File: src/rtl/core_ifetch_pkg.sv
// ---------------------------------------------------------------------------
// core_ifetch_pkg
// Shared constants and types for the RV32I prefetching instruction fetch unit.
//   AXI_RESP_*       AXI read response codes
//   INSTR_RESET_VAL  instruction word shown to decode while nothing is buffered
//   PC_STEP          sequential fetch increment
//   FIFO_ENTRY_W     width of one prefetch entry {instr, pc[, fault]}
//   ar_state_e       AR channel states (idle / holding a request / holding a
//                    request whose response belongs to a redirected stream)
// Configuration macro: IFETCH_RRESP_CHECK_EN adds the fault bit to each entry.
// ---------------------------------------------------------------------------
package core_ifetch_pkg;

   localparam logic [1:0]  AXI_RESP_OKAY   = 2'b00;
   localparam logic [1:0]  AXI_RESP_SLVERR = 2'b10;
   localparam logic [1:0]  AXI_RESP_DECERR = 2'b11;

   localparam logic [31:0] INSTR_RESET_VAL = 32'hDEADBEEF;
   localparam logic [31:0] PC_STEP         = 32'd4;

`ifdef IFETCH_RRESP_CHECK_EN
   localparam int FIFO_ENTRY_W = 32 + 32 + 1;
`else
   localparam int FIFO_ENTRY_W = 32 + 32;
`endif

   typedef enum logic [1:0] {
      AR_IDLE,
      AR_HOLD,
      AR_HOLD_STALE
   } ar_state_e;

endpackage

File: src/rtl/sync_fifo_fwft.sv
// ---------------------------------------------------------------------------
// sync_fifo_fwft
// Synchronous first-word-fall-through FIFO used as the prefetch buffer.
// The head entry is visible on head_data whenever empty is low.
// Ports:
//   CLK, NRST        clock, synchronous active-low reset
//   push, push_data  write an entry (ignored when full and not popping)
//   pop              consume the head entry (ignored when empty)
//   head_data        current head entry
//   flush            empty the FIFO; wins over push and pop in the same cycle
//   count            number of stored entries
//   full, empty      status flags
// ---------------------------------------------------------------------------
module sync_fifo_fwft #(
   parameter int WIDTH = 64,
   parameter int DEPTH = 4
) (
   input  logic                       CLK,
   input  logic                       NRST,
   input  logic                       push,
   input  logic [WIDTH-1:0]           push_data,
   input  logic                       pop,
   output logic [WIDTH-1:0]           head_data,
   input  logic                       flush,
   output logic [$clog2(DEPTH+1)-1:0] count,
   output logic                       full,
   output logic                       empty
);

   localparam int AW = $clog2(DEPTH);
   localparam int CW = $clog2(DEPTH+1);

   logic [WIDTH-1:0] mem [DEPTH];
   logic [AW-1:0]    wr_ptr;
   logic [AW-1:0]    rd_ptr;
   logic             do_push;
   logic             do_pop;

   assign empty     = (count == '0);
   assign full      = (count == CW'(DEPTH));
   assign do_pop    = pop && !empty;
   assign do_push   = push && (!full || do_pop);
   assign head_data = mem[rd_ptr];

   // Pointers wrap naturally because DEPTH is a power of two.
   always_ff @(posedge CLK) begin
      if (!NRST || flush) begin
         wr_ptr <= '0;
         rd_ptr <= '0;
         count  <= '0;
      end else begin
         if (do_push) wr_ptr <= wr_ptr + AW'(1);
         if (do_pop)  rd_ptr <= rd_ptr + AW'(1);
         count <= count + CW'(do_push) - CW'(do_pop);
      end
   end

   always_ff @(posedge CLK) begin
      if (do_push && !flush) mem[wr_ptr] <= push_data;
   end

endmodule

File: src/rtl/core_ifetch_prefetch.sv
// ---------------------------------------------------------------------------
// core_ifetch_prefetch
// Pipelined instruction fetch with a prefetch buffer. Issues sequential
// AXI4-Lite reads (up to MAX_OUTSTANDING in flight), buffers returned words
// and hands them to decode with valid/ready. A redirect flushes the buffer,
// discards in-flight responses and restarts fetch at the new PC.
// Ports:
//   CLK, NRST                      clock, synchronous active-low reset
//   AXI_AR*                        read address channel (ARADDR = fetch PC)
//   AXI_R*                         read data channel, RREADY high after reset
//   INSTR_VALID/READY              decode handshake on the buffer head
//   INSTRUCTION, INSTR_PC          head word and its PC
//   INSTR_FAULT                    head fetch got a non-OKAY response
//   REDIRECT, REDIRECT_PC          1-cycle restart request and target
//   BUSY                           reads in flight or an AR being presented
// Configuration macro: IFETCH_RRESP_CHECK_EN enables RRESP checking;
// without it RRESP is ignored and INSTR_FAULT is tied low.
// ---------------------------------------------------------------------------
module core_ifetch_prefetch
   import core_ifetch_pkg::*;
#(
   parameter logic [31:0] PC_INIT         = 32'h0,
   parameter int          AXI_AWIDTH      = 32,
   parameter int          AXI_DWIDTH      = 32,
   parameter int          FIFO_DEPTH      = 4,
   parameter int          MAX_OUTSTANDING = 2
) (
   input  logic                  CLK,
   input  logic                  NRST,
   output logic [AXI_AWIDTH-1:0] AXI_ARADDR,
   output logic                  AXI_ARVALID,
   input  logic                  AXI_ARREADY,
   input  logic [AXI_DWIDTH-1:0] AXI_RDATA,
   input  logic [1:0]            AXI_RRESP,
   input  logic                  AXI_RVALID,
   output logic                  AXI_RREADY,
   output logic                  INSTR_VALID,
   input  logic                  INSTR_READY,
   output logic [31:0]           INSTRUCTION,
   output logic [31:0]           INSTR_PC,
   output logic                  INSTR_FAULT,
   input  logic                  REDIRECT,
   input  logic [31:0]           REDIRECT_PC,
   output logic                  BUSY
);

   localparam int OW = $clog2(MAX_OUTSTANDING+1);
   localparam int CW = $clog2(FIFO_DEPTH+1);

   ar_state_e             ar_state;
   ar_state_e             ar_state_n;
   logic [31:0]           fpc;
   logic [31:0]           rpc;
   logic [31:0]           araddr_hold;
   logic [31:0]           araddr;
   logic [31:0]           redirect_target;
   logic [OW-1:0]         outstanding;
   logic [OW-1:0]         outstanding_n;
   logic [OW-1:0]         drop;
   logic [OW-1:0]         drop_n;
   logic                  rready;
   logic                  arvalid;
   logic                  issue_ok;
   logic                  ar_hs;
   logic                  stale_hs;
   logic                  r_hs;
   logic                  drop_beat;
   logic                  push;
   logic                  pop;
   logic [CW-1:0]         fifo_count;
   logic                  fifo_full;
   logic                  fifo_empty;
   logic [FIFO_ENTRY_W-1:0] push_entry;
   logic [FIFO_ENTRY_W-1:0] head_entry;
   logic                  unused_bits;

   assign redirect_target = {REDIRECT_PC[31:2], 2'b00};

   // rready doubles as "out of reset for at least one cycle", so no AR is
   // presented while reset is being applied. Buffer space is reserved at
   // issue time (outstanding + buffered), which is why RREADY can stay high.
   assign issue_ok = rready && !REDIRECT
                     && (int'(outstanding) < MAX_OUTSTANDING)
                     && (int'(outstanding) + int'(fifo_count) < FIFO_DEPTH);

   always_ff @(posedge CLK) begin
      if (!NRST) ar_state <= AR_IDLE;
      else       ar_state <= ar_state_n;
   end

   // AR channel: a request that was not accepted is held with its captured
   // address. A redirect during the hold marks it stale so that, once it is
   // accepted, its response is added to the drop count.
   always_comb begin
      ar_state_n = ar_state;
      arvalid    = 1'b0;
      araddr     = fpc;
      case (ar_state)
         AR_IDLE: begin
            arvalid = issue_ok;
            if (issue_ok && !AXI_ARREADY) ar_state_n = AR_HOLD;
         end
         AR_HOLD, AR_HOLD_STALE: begin
            arvalid = 1'b1;
            araddr  = araddr_hold;
            if (AXI_ARREADY)   ar_state_n = AR_IDLE;
            else if (REDIRECT) ar_state_n = AR_HOLD_STALE;
         end
         default: ar_state_n = AR_IDLE;
      endcase
   end

   assign ar_hs     = arvalid && AXI_ARREADY;
   assign stale_hs  = ar_hs && (ar_state == AR_HOLD_STALE);
   assign r_hs      = AXI_RVALID && rready;
   assign drop_beat = r_hs && (drop != '0);
   assign push      = r_hs && !drop_beat && !REDIRECT;
   assign pop       = INSTR_VALID && INSTR_READY;

   // On redirect every response still owed after this cycle belongs to the
   // old stream; a held stale AR is not counted yet and adds itself on accept.
   always_comb begin
      outstanding_n = outstanding + OW'(ar_hs) - OW'(r_hs);
      drop_n        = drop - OW'(drop_beat) + OW'(stale_hs);
      if (REDIRECT) drop_n = outstanding_n;
   end

   always_ff @(posedge CLK) begin
      if (!NRST) begin
         fpc         <= PC_INIT;
         rpc         <= PC_INIT;
         araddr_hold <= PC_INIT;
         outstanding <= '0;
         drop        <= '0;
         rready      <= 1'b0;
      end else begin
         outstanding <= outstanding_n;
         drop        <= drop_n;
         rready      <= 1'b1;
         if (ar_state == AR_IDLE && issue_ok) araddr_hold <= fpc;
         if (REDIRECT) begin
            fpc <= redirect_target;
            rpc <= redirect_target;
         end else begin
            if (ar_hs && ar_state != AR_HOLD_STALE) fpc <= fpc + PC_STEP;
            if (push) rpc <= rpc + PC_STEP;
         end
      end
   end

`ifdef IFETCH_RRESP_CHECK_EN
   assign push_entry  = {AXI_RDATA[31:0], rpc, (AXI_RRESP != AXI_RESP_OKAY)};
   assign INSTR_FAULT = !fifo_empty && head_entry[0];
   assign unused_bits = fifo_full;
`else
   assign push_entry  = {AXI_RDATA[31:0], rpc};
   assign INSTR_FAULT = 1'b0;
   assign unused_bits = ^{fifo_full, AXI_RRESP};
`endif

   sync_fifo_fwft #(
      .WIDTH (FIFO_ENTRY_W),
      .DEPTH (FIFO_DEPTH)
   ) u_fifo (
      .CLK       (CLK),
      .NRST      (NRST),
      .push      (push),
      .push_data (push_entry),
      .pop       (pop),
      .head_data (head_entry),
      .flush     (REDIRECT),
      .count     (fifo_count),
      .full      (fifo_full),
      .empty     (fifo_empty)
   );

   assign AXI_ARADDR  = araddr[AXI_AWIDTH-1:0];
   assign AXI_ARVALID = arvalid;
   assign AXI_RREADY  = rready;
   assign INSTR_VALID = !fifo_empty;
   assign INSTRUCTION = fifo_empty ? INSTR_RESET_VAL : head_entry[FIFO_ENTRY_W-1 -: 32];
   assign INSTR_PC    = fifo_empty ? 32'h0 : head_entry[FIFO_ENTRY_W-33 -: 32];
   assign BUSY        = (outstanding != '0) || arvalid;

endmodule

File: config.mk
export PLATFORM = sky130hd
export DESIGN_NAME = core_ifetch_prefetch
export DESIGN_NICKNAME = d
export VERILOG_FILES = /design/src/rtl/core_ifetch_pkg.sv /design/src/rtl/sync_fifo_fwft.sv /design/src/rtl/core_ifetch_prefetch.sv
export SDC_FILE = /design/constraint.sdc
export NUM_CORES = 1
export LEC_CHECK = 0
export ABC_AREA = 0
export BUFFER_PORTS_ARGS = -buffer_cell sky130_fd_sc_hd__buf_2
export CAP_MARGIN = 20
export CORE_MARGIN = 1
export CORE_UTILIZATION = 53
export DETAILED_ROUTE_END_ITERATION = 6
export GPL_TIMING_DRIVEN = 0
export PLACE_DENSITY = 0.76
export RECOVER_POWER = 50
export SKIP_LAST_GASP = 1
export SYNTH_ARGS = -nofsm -noshare
export SYNTH_HDL_FRONTEND = slang
export SYNTH_SLANG_ARGS = --single-unit
File: constraint.sdc
create_clock -name CLK -period 2.8 [get_ports CLK]
set_input_delay 0.28 -clock CLK [delete_from_list [all_inputs] [get_ports CLK]]
set_output_delay 0.28 -clock CLK [all_outputs]
set_load 0.02 [all_outputs]
==> results of run 1 <==
## critical path: stages (launching register included)
cell,delay [ns]
dfxtp_1,0.39
ha_1,0.32
nand3_2,0.17
a31oi_4,0.23
buf_8,0.19
nor2_2,0.08
or3_1,0.38
buf_2,0.19
## where the power goes
| group | internal [mW] | total, mW | switching [mW] |
|---|---|---|---|
| Clock | 3.07 | 5.06 | 1.99 |
| Sequential | 5.82 | 6.01 | 0.195 |
| Combinational | 0.814 | 2.05 | 1.23 |
## cell usage in the layout, fill, tap and decap left out, drive strengths merged, types with 14 or more instances in the layout
cell,Yosys,layout
edfxtp,248,248
nor2,33,33
o21ai,50,50
clkbuf,60,137
a21boi,30,30
a211oi,22,22
a31oi,28,28
mux4,62,62
buf,21,157
nand3,22,22
and2,54,54
o31ai,14,14
dlygate4sd3,0,33
ha,16,16
dfxtp,106,106
mux2,26,26
inv,18,21
a2111oi,20,20
or4,19,19
or2,26,26
nand2,97,97
nand4,30,30
## through the flow
stage               power, mW  utilization [%]  setup TNS (ns)  hold WS (ns)
floorplan                7.37                -               0         0.308
global placement         7.99             59.1         -110.37         0.447
detailed placement       8.05             59.6          -0.169         0.458
CTS                      13.1             65.4               0        0.0831
global route             13.6             65.3         -0.0591         0.106
finish                   13.1             65.3               0         0.101
## synthesized netlist by cell type, drive strengths merged, types with 3 or more instances
cell type  number  area [um^2]
mux4           62         1400
xor2            9         78.8
ha             16          200
a31oi          28          175
o21ai          50          250
a211oi         22          165
clkbuf         60          225
buf            21          120
edfxtp        248         7450
and4            9         78.8
nor3b           5         65.1
a2111oi        20          175
dfxtp         106         2120
nand4          30          194
or4            19          146
xnor2           8         70.1
nand3          22          123
a21o            6         45.0
a21boi         30          225
o31ai          14          105
and2           54          338
or2            26          163
nor2           33          124
nand2          97          364
and3           11         70.1
a211o           7         61.3
nor3            9         45.0
a21oi          10         50.1
mux2i           3         30.0
inv            18         67.6
or3            12         75.1
nor2b           4         25.0
mux2           26          293
## cell type report
| type | count | area, um^2 |
|---|---|---|
| multi-input combinational | 665 | 5370 |
| inverter | 18 | 67.6 |
| clock inverter | 22 | 269 |
| antenna | 1 | 2.50 |
| tap | 378 | 473 |
| buffer | 78 | 367 |
| timing repair buffer | 204 | 1240 |
| sequential | 354 | 9570 |
| clock buffer | 45 | 986 |
| fill | 2043 | 9740 |
## timing repair
item	in CTS	in global routing
endpoints found under the setup margin	89	56
buffers inserted	0	3
hold buffers	33	0
pin swaps	0	1
cloned	0	0
hold endpoints to repair	128	0
resized for setup	18	7
## worst max-delay path by stage
stage / end / slack (ns)
6_report: BUSY / 0.05
5_1_grt: drop[1]$_SDFF_PN0_ / -0.04
4_1_cts: AXI_ARADDR[28] / 0.008
3_5_place_dp: drop[1]$_SDFF_PN0_ / -0.15
3_3_place_gp: u_fifo.count[2]$_SDFF_PP0_ / -0.48
2_1_floorplan: drop[1]$_SDFF_PN0_ / 0.07
## cell families after synthesis
kind of cell | after synthesis | synth area share [%]
flops | 354 | 62.5
mux | 91 | 11.2
fa+ha+maj | 17 | 1.44
simple gates | 338 | 12.3
buf+inv | 99 | 2.70
compound gates | 197 | 8.79
other cells | 1 | 0.0245
xor+xnor | 17 | 0.973
## registers in the layout, indices dropped and copies added (netlist names), named ones only
signal / flops
fpc: 30
drop: 2
u_fifo.mem: 248
rpc: 30
ar_state: 2
u_fifo.count: 3
u_fifo.wr_ptr: 2
outstanding: 2
AXI_RREADY: 1
u_fifo.rd_ptr: 2
araddr_hold: 30
## per-layer routing
metal,routed length (um),vias up,global-route usage (%)
met5,0,-,0
met4,890,0,7.39
met3,2980,71,4.51
met2,18200,484,43.3
met1,15200,5105,33.7
li1,-,4788,-
==> results.cfg, run 1 <==
[floorplan]
initial_core_util_pct = 54.5
die_w_um = 172
ioPinCount = 173
rows = 61
die_h_um = 172
die-area_um2 = 29600
core_um2 = 28100

[cells_and_area]
final_cell_count_no_fill = 1765
syn2layout_area_growth_pct = 19.9
design_area_um2 = 18300
layout.nets = 1447
drive_gt1_share_pct = 25.6

[timing]
fin_ws_ns = 0.0545
fmax_mhz = 364
finalClockSkew_ns = 0.00770
hold_violations = 0
worstMarginPinSlew_ns = 0.676
rsz0062_at_grt = true
timing.final.max_slew_violations = 0
post-route-min-period_ns = 2.75
maxSlewHeadroom_pct = 55.0
fin_crit_sh_pct = 98.1
setup_viol = 0

[critical_path]
ff2ff_path_depth = 14
r2r_setup_slack_ns = 0.08
critical_path_class = reg -> out
endpoint_kind = primary output
crit_path_start_kind = flip-flop
rr_startpoint = ar_state[0]$_SDFFE_PN0P_
worstPathArrival_ns = 2.47
crit_start = u_fifo.count[1]$_SDFF_PP0_
cp_data_required_time_ns = 2.52
r2r-end = drop[1]$_SDFF_PN0_
cp_max_fo = 19

[detailed_routing]
routed_wl_um = 37300
wl_per_cell_um = 21.1
drc = 0
vias = 10400
drt_first_pass_iters = 5
vias_per_cell = 5.92
detail-route-antenna-nets = 0
first_iter_violations = 1046

[cts]
clockBufferDepth = 3
cts_max_level = 2
cts_tree = yes
clock_latency_ns = 0.52
cts_root_buffer = clkbuf_16
cts_buffers = 37
cts_sinks = 354
clk_pin_slew_worst_paths_ns = 0.06

[global_route]
grt-ovfl-total = 0
grt_use_total_pct = 25.5
antenna_found_initial = 1
grt_pass1_vias = 10000
grt_pass1_wl_um = 57000
grt_max_degree = 53

[placed_design]
portBuffers = 163
dp_cells = 1664
gp_congestion = 0.971
placed_cell_area_um2 = 16700
preCtsSetupSlack_ns = -0.146
dp.final_hpwl_um = 24800

[yosys]
synthFlopType = edfxtp_1
synth_edf_count = 248
yosysSeqAreaShare_pct = 62.5
ys_ff_latch = 354
netlist_area_um2 = 15300
yosysWarnings = 0
synthDistinctLibCells = 58
syn_avg_cell_area_um2 = 13.7
async_reset_ff_share_pct = 0
synth_cells = 1114

[worst_hold_path]
worstHoldStart = REDIRECT_PC[3]
hp-class = in -> reg
hold_path_end = rpc[3]$_SDFFE_PN0P_
worst_hold_path.num_cells = 3

[pwr]
leakage_nw = 6.26
power_density_nw_per_um2 = 715
vdd_drop_max_uv = 417

[status]
status = finished clean

[flow_run]
drv_cap = 0
No activity file was read; power rests on OpenSTA's default activity.
==> inputs of run 2 (changes only) <==
==> constraint.sdc (replaced) <==
create_clock -name CLK -period 2.8 [get_ports CLK]
set_input_delay 0.42 -clock CLK [delete_from_list [all_inputs] [get_ports CLK]]
set_output_delay 0.42 -clock CLK [all_outputs]
set_load 0.02 [all_outputs]
==> results.cfg, run 2 (synthesized netlist as in run 1, its figures left out) <==
[status]
status = complete, but fails checks
violations = negative setup slack

[cells_and_area]
layout_common_cells = edfxtp_1, buf_2, dfxtp_1, nand2_1, clkbuf_1
syn2layout_area_growth_pct = 18.0
final_common_cell = edfxtp_1
multiInputGateArea_um2 = 5370
layout.nets = 1417
fillers = 2090
top_register = u_fifo.mem
largest_register_ffs = 248
drive_gt1_share_pct = 26.4
seq_area_um2 = 9570
final_cell_count_no_fill = 1735

[timing]
timing.final.max_slew_violations = 0
post-route-min-period_ns = 2.81
worstMarginPinSlew_ns = 0.691
fin_ws_ns = -0.00780
maxSlewHeadroom_pct = 53.9
hold_violations = 0
fmax_mhz = 356
fin_crit_sh_pct = 100
holdWs_ns = 0.156
rsz0062_at_grt = true
finalClockSkew_ns = 0.0102
setup_viol = 1

[floorplan]
die-area_um2 = 29600
die_h_um = 172
ioPinCount = 173
initial_core_util_pct = 54.5
rows = 61
core_um2 = 28100
die_w_um = 172

[worst_hold_path]
hp-class = in -> reg
worstHoldStart = AXI_RDATA[9]
worst_hold_path.num_cells = 1
hold_path_end = u_fifo.mem[1][41]$_DFFE_PP_

[global_route]
grt_max_degree = 53
grt-ovfl-total = 0
grt_pass1_wl_um = 55900
antenna_found_initial = 1
grt_pass1_vias = 9836
grt_use_total_pct = 25.0

[cts]
clk_pin_slew_worst_paths_ns = 0.06
cts_tree = yes
cts_max_level = 2
cts_sinks = 354
clockBufferDepth = 3
cts_hold_buf = 0
cts_root_buffer = clkbuf_16
clock_latency_ns = 0.52
cts_buffers = 37

[critical_path]
cp_max_fo = 5
slowest_delay_ns = 0.39
r2r-end = drop[1]$_SDFF_PN0_
ff2ff_path_depth = 13
cp_cell_sequence = ha_1 > nor3b_4 > a31oi_4 > buf_8 > nor2_2 > or3_1 > buf_2
crit_path_start_kind = flip-flop
path_buf_inv = 2
critical_path_class = reg -> out
critical-path-top-delay-family = simple AND/OR/NAND/NOR gates
cp_data_required_time_ns = 2.38
r2r_setup_slack_ns = 0.09
crit_path_top_delay_cell = dfxtp_1
endpoint_kind = primary output
rr_startpoint = outstanding[1]$_SDFF_PN0_
worstPathArrival_ns = 2.39

[detailed_routing]
vias = 10300
first_iter_violations = 974
drc = 0
routed_wl_um = 36600
drt_first_pass_iters = 5
detail-route-antenna-nets = 0
vias_per_cell = 5.95
wl_per_cell_um = 21.1

[pwr]
leakage_nw = 6.13
vdd_drop_max_uv = 414
power_density_nw_per_um2 = 727

[placed_design]
gp_congestion = 0.971
preCtsSetupSlack_ns = -0.146
dp_cells = 1664
portBuffers = 163
dp.final_hpwl_um = 24800

[flow_run]
drv_cap = 0
## run 2: changes by cell type in the layout (fill, tap and decap cells not counted)
cell	previous run	this run
dlygate4sd3_1	33	0
dfxtp_2	1	2
nand3_4	1	2
clkbuf_1	89	90
buf_2	137	132
clkbuf_2	6	8
dfxtp_1	105	104
buf_4	14	18
buf_6	0	1
nand3_2	1	0
## run 2: worst max-delay path by stage
stage | from | end | slack (ns) | cells after the start
floorplan | outstanding[1]$_SDFF_PN0_ | drop[1]$_SDFF_PN0_ | 0.07 | 14
global placement | AXI_RVALID | u_fifo.mem[0][38]$_DFFE_PP_ | -0.49 | 6
detailed placement | u_fifo.count[1]$_SDFF_PP0_ | drop[1]$_SDFF_PN0_ | -0.15 | 14
CTS | outstanding[1]$_SDFF_PN0_ | BUSY | 0.001 | 7
global route | ar_state[0]$_SDFFE_PN0P_ | BUSY | -0.02 | 8
finish | outstanding[1]$_SDFF_PN0_ | BUSY | -0.008 | 7
## run 2: what timing repair did
action                                  4_1_cts  5_1_grt
buffers inserted                              2        4
pin swaps                                     2        2
gates cloned                                  0        0
endpoints found under the setup margin       90       30
gates resized for setup                      25        9
## run 2: power breakdown
part / leakage (nW) / internal (mW) / switching [mW]
Sequential: 3.13 / 5.82 / 0.196
Clock: 0.620 / 3.07 / 1.99
Combinational: 2.39 / 0.823 / 1.23
Total: 6.13 / 9.71 / 3.42
## run 2: through the flow
step	setup TNS, ns	power (mW)	area [um^2]	utilization, %
2_1_floorplan	0	7.37	15300	-
5_1_grt	-0.0338	13.6	18000	64.3
3_5_place_dp	-0.169	8.05	16700	59.6
4_1_cts	0	13.2	18100	64.3
6_report	-0.00780	13.1	18100	64.3
3_3_place_gp	-119.05	7.99	16600	59.1
## run 2: routing by layer
layer	global-route usage [%]	wire length [um]
met2	41.7	17600
met1	33.3	15400
met3	4.55	2660
met5	0	0
met4	7.96	963
## run 2: area by class of cell
cell class                      count  share of cell area [%]
Antenna cell                        1                  0.0139
Buffer                             78                    2.10
Clock buffer                       45                    5.46
Clock inverter                     22                    1.49
Inverter                           18                   0.374
Multi-Input combinational cell    665                    29.8
Sequential cell                   354                    53.0
Tap cell                          378                    2.62
Timing Repair Buffer              174                    5.16
